### config.mk
export PLATFORM = sky130hd
export DESIGN_NAME = quantize_multiplier_gen
export DESIGN_NICKNAME = d
export VERILOG_FILES = /design/src/rtl/npu_quant_pkg.sv /design/src/rtl/serial_div_restoring.sv /design/src/rtl/quantize_multiplier_gen.sv
export SDC_FILE = /design/constraint.sdc
export NUM_CORES = 2
export LEC_CHECK = 0
export CORE_ASPECT_RATIO = 1.4
export CORE_MARGIN = 10
export CORE_UTILIZATION = 55
export DETAILED_ROUTE_END_ITERATION = 6
export GPL_TIMING_DRIVEN = 0
export PLACE_DENSITY = 0.81
export SLEW_MARGIN = 20
export SYNTH_ARGS = -nofsm -noshare
export SYNTH_HDL_FRONTEND = slang
export SYNTH_SLANG_ARGS = --single-unit
### constraint.sdc
create_clock -name clk -period 21.2 [get_ports clk]
set_clock_uncertainty 0.1 [all_clocks]
set_input_delay 2.12 -clock clk [delete_from_list [all_inputs] [get_ports clk]]
set_output_delay 2.12 -clock clk [all_outputs]
set_load 0.01 [all_outputs]
### src/rtl/npu_quant_pkg.sv
// rtl/npu_quant_pkg.sv - shared constants and FSM state type for the quantize multiplier generator
package npu_quant_pkg;

    localparam int DIV_ITERS = 35;
    localparam int LATENCY   = 38;
    localparam int SHIFT_MAX = 30;
    localparam int SHIFT_MIN = -31;

    localparam logic [31:0] Q31_MAX = 32'h7FFF_FFFF;

    typedef enum logic [2:0] {
        IDLE,
        MUL,
        DIV,
        NORM,
        OUT
    } state_t;

endpackage

### src/rtl/serial_div_restoring.sv
// rtl/serial_div_restoring.sv - serial restoring divider, one quotient bit per clock
module serial_div_restoring
    import npu_quant_pkg::*;
(
    input  logic        clk,
    input  logic        rst,
    input  logic        start,
    input  logic [57:0] dividend,
    input  logic [23:0] divisor,
    output logic        busy,
    output logic        done,
    output logic [34:0] quotient,
    output logic        rem_nz
);

    // The quotient is known to fit in 35 bits, so the top 23 dividend bits
    // are already below the divisor and seed the partial remainder directly.
    // The low 35 dividend bits shift out of sh_q while quotient bits shift in.
    logic [23:0] rem_q, rem_d;
    logic [34:0] sh_q, sh_d;
    logic [5:0]  cnt_q, cnt_d;
    logic        busy_q, busy_d;
    logic        done_q, done_d;

    logic [23:0] cur_rem;
    logic [34:0] cur_sh;
    logic [24:0] trial;
    logic [23:0] diff;
    logic        ge;

    // One restoring step per cycle; start performs the first step immediately
    always_comb begin
        cur_rem = start ? {1'b0, dividend[57:35]} : rem_q;
        cur_sh  = start ? dividend[34:0] : sh_q;
        trial   = {cur_rem, cur_sh[34]};
        ge      = (trial >= {1'b0, divisor});
        diff    = trial[23:0] - divisor;

        rem_d  = rem_q;
        sh_d   = sh_q;
        cnt_d  = cnt_q;
        busy_d = busy_q;
        done_d = 1'b0;

        if (start) begin
            rem_d  = ge ? diff : trial[23:0];
            sh_d   = {cur_sh[33:0], ge};
            cnt_d  = 6'd1;
            busy_d = 1'b1;
        end else if (busy_q) begin
            rem_d = ge ? diff : trial[23:0];
            sh_d  = {cur_sh[33:0], ge};
            cnt_d = cnt_q + 6'd1;
            if (cnt_q == 6'(DIV_ITERS - 1)) begin
                busy_d = 1'b0;
                done_d = 1'b1;
            end
        end
    end

    // Control flops reset; remainder and shift register are pure datapath
    always_ff @(posedge clk) begin
        if (!rst) begin
            cnt_q  <= 6'd0;
            busy_q <= 1'b0;
            done_q <= 1'b0;
        end else begin
            cnt_q  <= cnt_d;
            busy_q <= busy_d;
            done_q <= done_d;
        end
    end

    // Datapath registers
    always_ff @(posedge clk) begin
        rem_q <= rem_d;
        sh_q  <= sh_d;
    end

    assign busy     = busy_q;
    assign done     = done_q;
    assign quotient = sh_q;
    assign rem_nz   = |rem_q;

endmodule

### src/rtl/quantize_multiplier_gen.sv
// rtl/quantize_multiplier_gen.sv - fp32 scales to Q31 multiplier and shift for the requantizer
module quantize_multiplier_gen
    import npu_quant_pkg::*;
(
    input  logic        clk,
    input  logic        rst,
    input  logic        in_valid,
    output logic        in_ready,
    input  logic [31:0] in_scale,
    input  logic [31:0] w_scale,
    input  logic [31:0] out_scale,
    output logic        out_valid,
    input  logic        out_ready,
    output logic [31:0] quantized_multiplier,
    output logic [31:0] shift,
    output logic        err
);

    state_t      state_q, state_d;
    logic [23:0] ma_q, ma_d, mb_q, mb_d, mc_q, mc_d;
    logic [7:0]  ea_q, ea_d, eb_q, eb_d, ec_q, ec_d;
    logic        sign_q, sign_d;
    logic        sat_q, sat_d;
    logic        zero_q, zero_d;
    logic [47:0] p_q, p_d;
    logic        div_start_q, div_start_d;
    logic        out_valid_q, out_valid_d;
    logic [31:0] qm_q, qm_d;
    logic [31:0] shift_q, shift_d;
    logic        err_q, err_d;

    logic        div_busy, div_done, div_rem_nz;
    logic [34:0] div_quo;

    logic [5:0]         lead;
    logic [31:0]        mag_t, mag_r, mag_n;
    logic               guard, lower, above_half, tie, round_up, carry;
    logic [11:0]        shift_n;
    logic signed [31:0] shift_ext;
    logic [31:0]        res_qm, res_shift;
    logic               res_err;

    serial_div_restoring u_div (
        .clk      (clk),
        .rst      (rst),
        .start    (div_start_q),
        .dividend ({p_q, 10'd0}),
        .divisor  (mc_q),
        .busy     (div_busy),
        .done     (div_done),
        .quotient (div_quo),
        .rem_nz   (div_rem_nz)
    );

    // Normalize: Q has its leading one at bit 32..34; keep 31 bits and round half away
    always_comb begin
        lead  = 6'd32;
        mag_t = {1'b0, div_quo[32:2]};
        guard = div_quo[1];
        lower = div_quo[0];
        if (div_quo[34]) begin
            lead  = 6'd34;
            mag_t = {1'b0, div_quo[34:4]};
            guard = div_quo[3];
            lower = |div_quo[2:0];
        end else if (div_quo[33]) begin
            lead  = 6'd33;
            mag_t = {1'b0, div_quo[33:3]};
            guard = div_quo[2];
            lower = |div_quo[1:0];
        end
        // An exact tie rounds away from zero, anything above half rounds up
        above_half = lower | div_rem_nz;
        tie        = guard & ~above_half;
        round_up   = tie | (guard & above_half);
        mag_r      = mag_t + {31'd0, round_up};
        carry      = mag_r[31];
        mag_n      = carry ? 32'h4000_0000 : mag_r;
        shift_n    = {4'd0, ea_q} + {4'd0, eb_q} - {4'd0, ec_q}
                   + {6'd0, lead} + {11'd0, carry} - 12'd159;
        shift_ext  = {{20{shift_n[11]}}, shift_n};
    end

    // Final result selection: special inputs first, then shift-range clamps
    always_comb begin
        res_qm    = sign_q ? (32'd0 - mag_n) : mag_n;
        res_shift = 32'(shift_ext);
        res_err   = 1'b0;
        if (sat_q) begin
            res_qm    = Q31_MAX;
            res_shift = 32'(SHIFT_MAX);
            res_err   = 1'b1;
        end else if (zero_q || (shift_ext < SHIFT_MIN)) begin
            res_qm    = 32'd0;
            res_shift = 32'd0;
        end else if (shift_ext > SHIFT_MAX) begin
            res_qm    = sign_q ? (32'd0 - Q31_MAX) : Q31_MAX;
            res_shift = 32'(SHIFT_MAX);
            res_err   = 1'b1;
        end
    end

    // Sequencer: unpack, multiply, divide, normalize, hold result until taken
    always_comb begin
        state_d     = state_q;
        ma_d        = ma_q;
        mb_d        = mb_q;
        mc_d        = mc_q;
        ea_d        = ea_q;
        eb_d        = eb_q;
        ec_d        = ec_q;
        sign_d      = sign_q;
        sat_d       = sat_q;
        zero_d      = zero_q;
        p_d         = p_q;
        div_start_d = 1'b0;
        out_valid_d = out_valid_q;
        qm_d        = qm_q;
        shift_d     = shift_q;
        err_d       = err_q;

        case (state_q)
            IDLE: begin
                if (in_valid) begin
                    // Hidden bit is always set so the divider sees a normal
                    // divisor even when the flags override the result.
                    ma_d    = {1'b1, in_scale[22:0]};
                    mb_d    = {1'b1, w_scale[22:0]};
                    mc_d    = {1'b1, out_scale[22:0]};
                    ea_d    = in_scale[30:23];
                    eb_d    = w_scale[30:23];
                    ec_d    = out_scale[30:23];
                    sign_d  = in_scale[31] ^ w_scale[31] ^ out_scale[31];
                    sat_d   = (out_scale[30:23] == 8'd0) || (in_scale[30:23] == 8'hFF)
                           || (w_scale[30:23] == 8'hFF) || (out_scale[30:23] == 8'hFF);
                    zero_d  = (in_scale[30:23] == 8'd0) || (w_scale[30:23] == 8'd0);
                    state_d = MUL;
                end
            end
            MUL: begin
                p_d         = {24'd0, ma_q} * {24'd0, mb_q};
                div_start_d = !div_busy;
                state_d     = DIV;
            end
            DIV: begin
                if (div_done) begin
                    state_d = NORM;
                end
            end
            NORM: begin
                qm_d        = res_qm;
                shift_d     = res_shift;
                err_d       = res_err;
                out_valid_d = 1'b1;
                state_d     = OUT;
            end
            OUT: begin
                if (out_ready) begin
                    out_valid_d = 1'b0;
                    state_d     = IDLE;
                end
            end
            default: state_d = IDLE;
        endcase
    end

    // Control and output registers, cleared by reset
    always_ff @(posedge clk) begin
        if (!rst) begin
            state_q     <= IDLE;
            div_start_q <= 1'b0;
            out_valid_q <= 1'b0;
            qm_q        <= 32'd0;
            shift_q     <= 32'd0;
            err_q       <= 1'b0;
        end else begin
            state_q     <= state_d;
            div_start_q <= div_start_d;
            out_valid_q <= out_valid_d;
            qm_q        <= qm_d;
            shift_q     <= shift_d;
            err_q       <= err_d;
        end
    end

    // Unpacked operand and product registers
    always_ff @(posedge clk) begin
        ma_q   <= ma_d;
        mb_q   <= mb_d;
        mc_q   <= mc_d;
        ea_q   <= ea_d;
        eb_q   <= eb_d;
        ec_q   <= ec_d;
        sign_q <= sign_d;
        sat_q  <= sat_d;
        zero_q <= zero_d;
        p_q    <= p_d;
    end

    assign in_ready             = (state_q == IDLE);
    assign out_valid            = out_valid_q;
    assign quantized_multiplier = qm_q;
    assign shift                = shift_q;
    assign err                  = err_q;

endmodule

==> reports/metrics.yaml <==
floorplanning:
  io_pins: 167
  die_h_microns: 309
  design.core.area_sq_mm: 0.0595
  start_util_pct: 55.2
  die-area_sq_mm: 0.0701
  rows: 106
  die_w_microns: 227
clock_network:
  cts_made_buffers: 28
  cts.sinks: 261
  clk_latency_ns: 0.59
  htree_levels: 1
  cts-root-buf: "clkbuf_16"
  cts_setup_buffers: 0
  cts_resized: 0
  clk_pin_slew_ns: 0.06
  clockBufferDepth: 3
  cts_hold_buffers: 0
  cts_tree: "yes"
layout:
  final_cells: 4366
  n_fill_cell: 4913
  multiInputGateArea_sq_mm: 0.0225
  nNetsFinal: 4397
  area_delta_synth_final_pct: 11.2
  final_cell_mix: "636 x inv_1, 492 x fa_1, 370 x nand2_1"
  regArea_sq_mm: 0.00726
  final_layout_size_suffix_gt1_share_pct: 5.43
  final_common_cell: "inv_1"
synthesis:
  synthCells: 3385
  ys_warn_count: 0
  ys_types: 88
  synth_edf_count: 203
  synth-main-ff-cell: "edfxtp_1"
  synth_nets: 4195
  ys_seq_area_share_pct: 22.1
  synth_area_sq_mm: 0.0329
  synthArstFlopShare_pct: 0
  syn_avg_cell_area_sq_um: 9.72
  synth_seq_cells: 261
critical_path:
  crit_required_ns: 21.41
  crit_path_max_fanout: 10
  end_kind: "flop"
  path_buf_inv: 6
  reg2reg_to: "p_q[47]"
  cp_slowest_stage_delay_ns: 0.73
  rr_startpoint: "ma_q[13]"
  rrSetupSlack_ns: 12.22
  cp_slowest_cell: "clkbuf_1"
  crit_arrival_ns: 9.19
  crit_top_cell: "fa_1"
  start_kind: "flop"
  crit_family: "adder cells"
  crit_type: "flop to flop"
  r2r_cells: 26
sta:
  relSlewSlack_pct: 37.3
  finalCritPeriodShare_pct: 42.3
  fmax_mhz: 111
  finalHoldViolations: 0
  final.setup.tns_ns: 0
  setup_viol: 0
  tightest_slew_ns: 0.941
  drv_slew: 0
  rsz0062_at_grt: "no"
  post-route-min-period_ns: 8.98
  worst_slack_ns: 12.22
placed_design:
  dp_hpwl_microns: 76700
  dp_slack_ns: 12.31
  place_inst: 4313
  io_buffers: 166
  gp_congestion: 0.993
routing:
  vias_per_cell: 5.71
  vias: 24935
  wirelength_microns: 95200
  drtIter0Drc: 1851
  wl_per_cell_microns: 21.8
  dr.pass1.iters: 6
  drc: 0
  ant_nets: 0
min_path:
  hp-start: "shift[0]"
  min_to: "shift[0]"
  min_path_cells: 2
  min_path_type: "flop to flop"
global_routing:
  first_global_vias: 26239
  grtUsageTotal_pct: 27.4
  grt_pass1_wl_microns: 147000
  antenna_found_initial: 0
  grt_overflow_total: 0
  grt_max_degree: 60
flow_run:
  max_cap_violations: 0
status:
  status: "finished, final reports clean"
[worst max path at each step]
stage / end / start / depth (start not counted)
floorplan: p_q[47] / mb_q[17] / 26
global placement: p_q[47] / ma_q[13] / 26
detailed placement: p_q[47] / ma_q[13] / 26
CTS: p_q[47] / ma_q[13] / 26
global route: p_q[47] / ma_q[13] / 26
finish: p_q[47] / ma_q[13] / 26
[routing by layer]
metal	wire length [microns]	GRT usage, %
met2	47100	48.1
met3	7320	4.73
met5	0	0
met1	32800	29.4
met4	8090	19.6
[area by class of cell]
type                       count  area share, %
clock inverter                21          0.698
buffer                       160           2.03
sequential                   261           19.8
inverter                     639           6.56
timing repair buffer         172           4.72
antenna                        1        0.00684
tap                          756           2.59
clock buffer                  31           2.03
multi-input combinational   2325           61.5
[sequential cells by signal, summed over array words and instances, names as in the netlist]
register,cells
shift,12
div_start_q,1
ma_q,23
u_div.cnt_q,6
u_div.busy,1
sign_q,1
ea_q,8
sat_q,1
err,1
mc_q,23
zero_q,1
mb_q,23
p_q,48
out_valid,1
eb_q,8
quantized_multiplier,32
u_div.rem_q,24
ec_q,8
state_q,3
u_div.quotient,35
u_div.done,1
[worst register-to-register path, cell delays in order (launching register included)]
cell and delay (ns):
edfxtp_1 0.70, clkbuf_1 0.74, nand2_1 0.18, fa_1 0.57, inv_1 0.05, fa_1 0.47
inv_1 0.07, fa_1 0.56, fa_1 0.45, fa_1 0.54, inv_1 0.05, fa_1 0.48
inv_1 0.05, fa_1 0.51, inv_1 0.05, ha_1 0.34, nand3_1 0.29, nor3_1 0.27
a211o_1 0.14, a31oi_1 0.14, o2111ai_1 0.50, nand2_1 0.17, o311a_1 0.35, o31ai_1 0.51
a221o_1 0.23, a21oi_1 0.07, xnor2_1 0.13
[Yosys cell counts, types with 7 or more instances]
cell type | count | area (sq um)
a211oi_1 | 18 | 135
a21boi_0 | 15 | 113
a21o_1 | 40 | 300
a21oi_1 | 78 | 390
a31oi_1 | 11 | 68.8
and2_1 | 249 | 1560
and3_1 | 16 | 100
buf_1 | 7 | 26.3
buf_4 | 21 | 158
buf_6 | 8 | 90.1
clkbuf_1 | 121 | 454
dfxtp_1 | 58 | 1160
edfxtp_1 | 203 | 6100
fa_1 | 492 | 9850
ha_1 | 218 | 2730
inv_1 | 636 | 2390
mux2_2 | 75 | 845
mux2i_1 | 43 | 430
nand2_1 | 370 | 1390
nand2b_1 | 22 | 138
nand3_1 | 37 | 185
nand3b_1 | 8 | 60.1
nand4_1 | 20 | 125
nand4b_1 | 7 | 61.3
nor2_1 | 138 | 518
nor2b_1 | 25 | 156
nor3_1 | 31 | 155
nor4_1 | 19 | 119
o211ai_1 | 9 | 67.6
o21a_1 | 26 | 195
o21ai_0 | 66 | 330
o21ai_1 | 8 | 40.0
o21bai_1 | 14 | 105
o22ai_1 | 25 | 156
o31ai_1 | 10 | 75.1
or2_2 | 11 | 68.8
or3_1 | 7 | 43.8
xnor2_1 | 84 | 736
xor2_1 | 36 | 315
[through the flow]
step | hold slack (ns) | util [%] | area, sq um
2_1_floorplan | 0.343 | - | 32900
3_3_place_gp | 0.350 | 59.6 | 35500
3_5_place_dp | 0.357 | 59.7 | 35600
4_1_cts | 0.364 | 61.4 | 36600
5_1_grt | 0.385 | 61.4 | 36600
6_report | 0.360 | 61.4 | 36600
[logic make-up after synthesis]
| group | Yosys count | share of synthesized area, % |
|---|---|---|
| buffers and inverters | 799 | 9.55 |
| multiplexers | 122 | 4.02 |
| AO/OA/AOI/OAI | 376 | 7.61 |
| flip-flops | 261 | 22.1 |
| AND/OR/NAND/NOR | 996 | 15.3 |
| adder cells (fa/ha/maj) | 710 | 38.2 |
| XOR/XNOR | 121 | 3.26 |
Power is left out: the tool's default activity adds up to more than one toggle a clock period on the data nets, which glitch-free logic cannot reach.
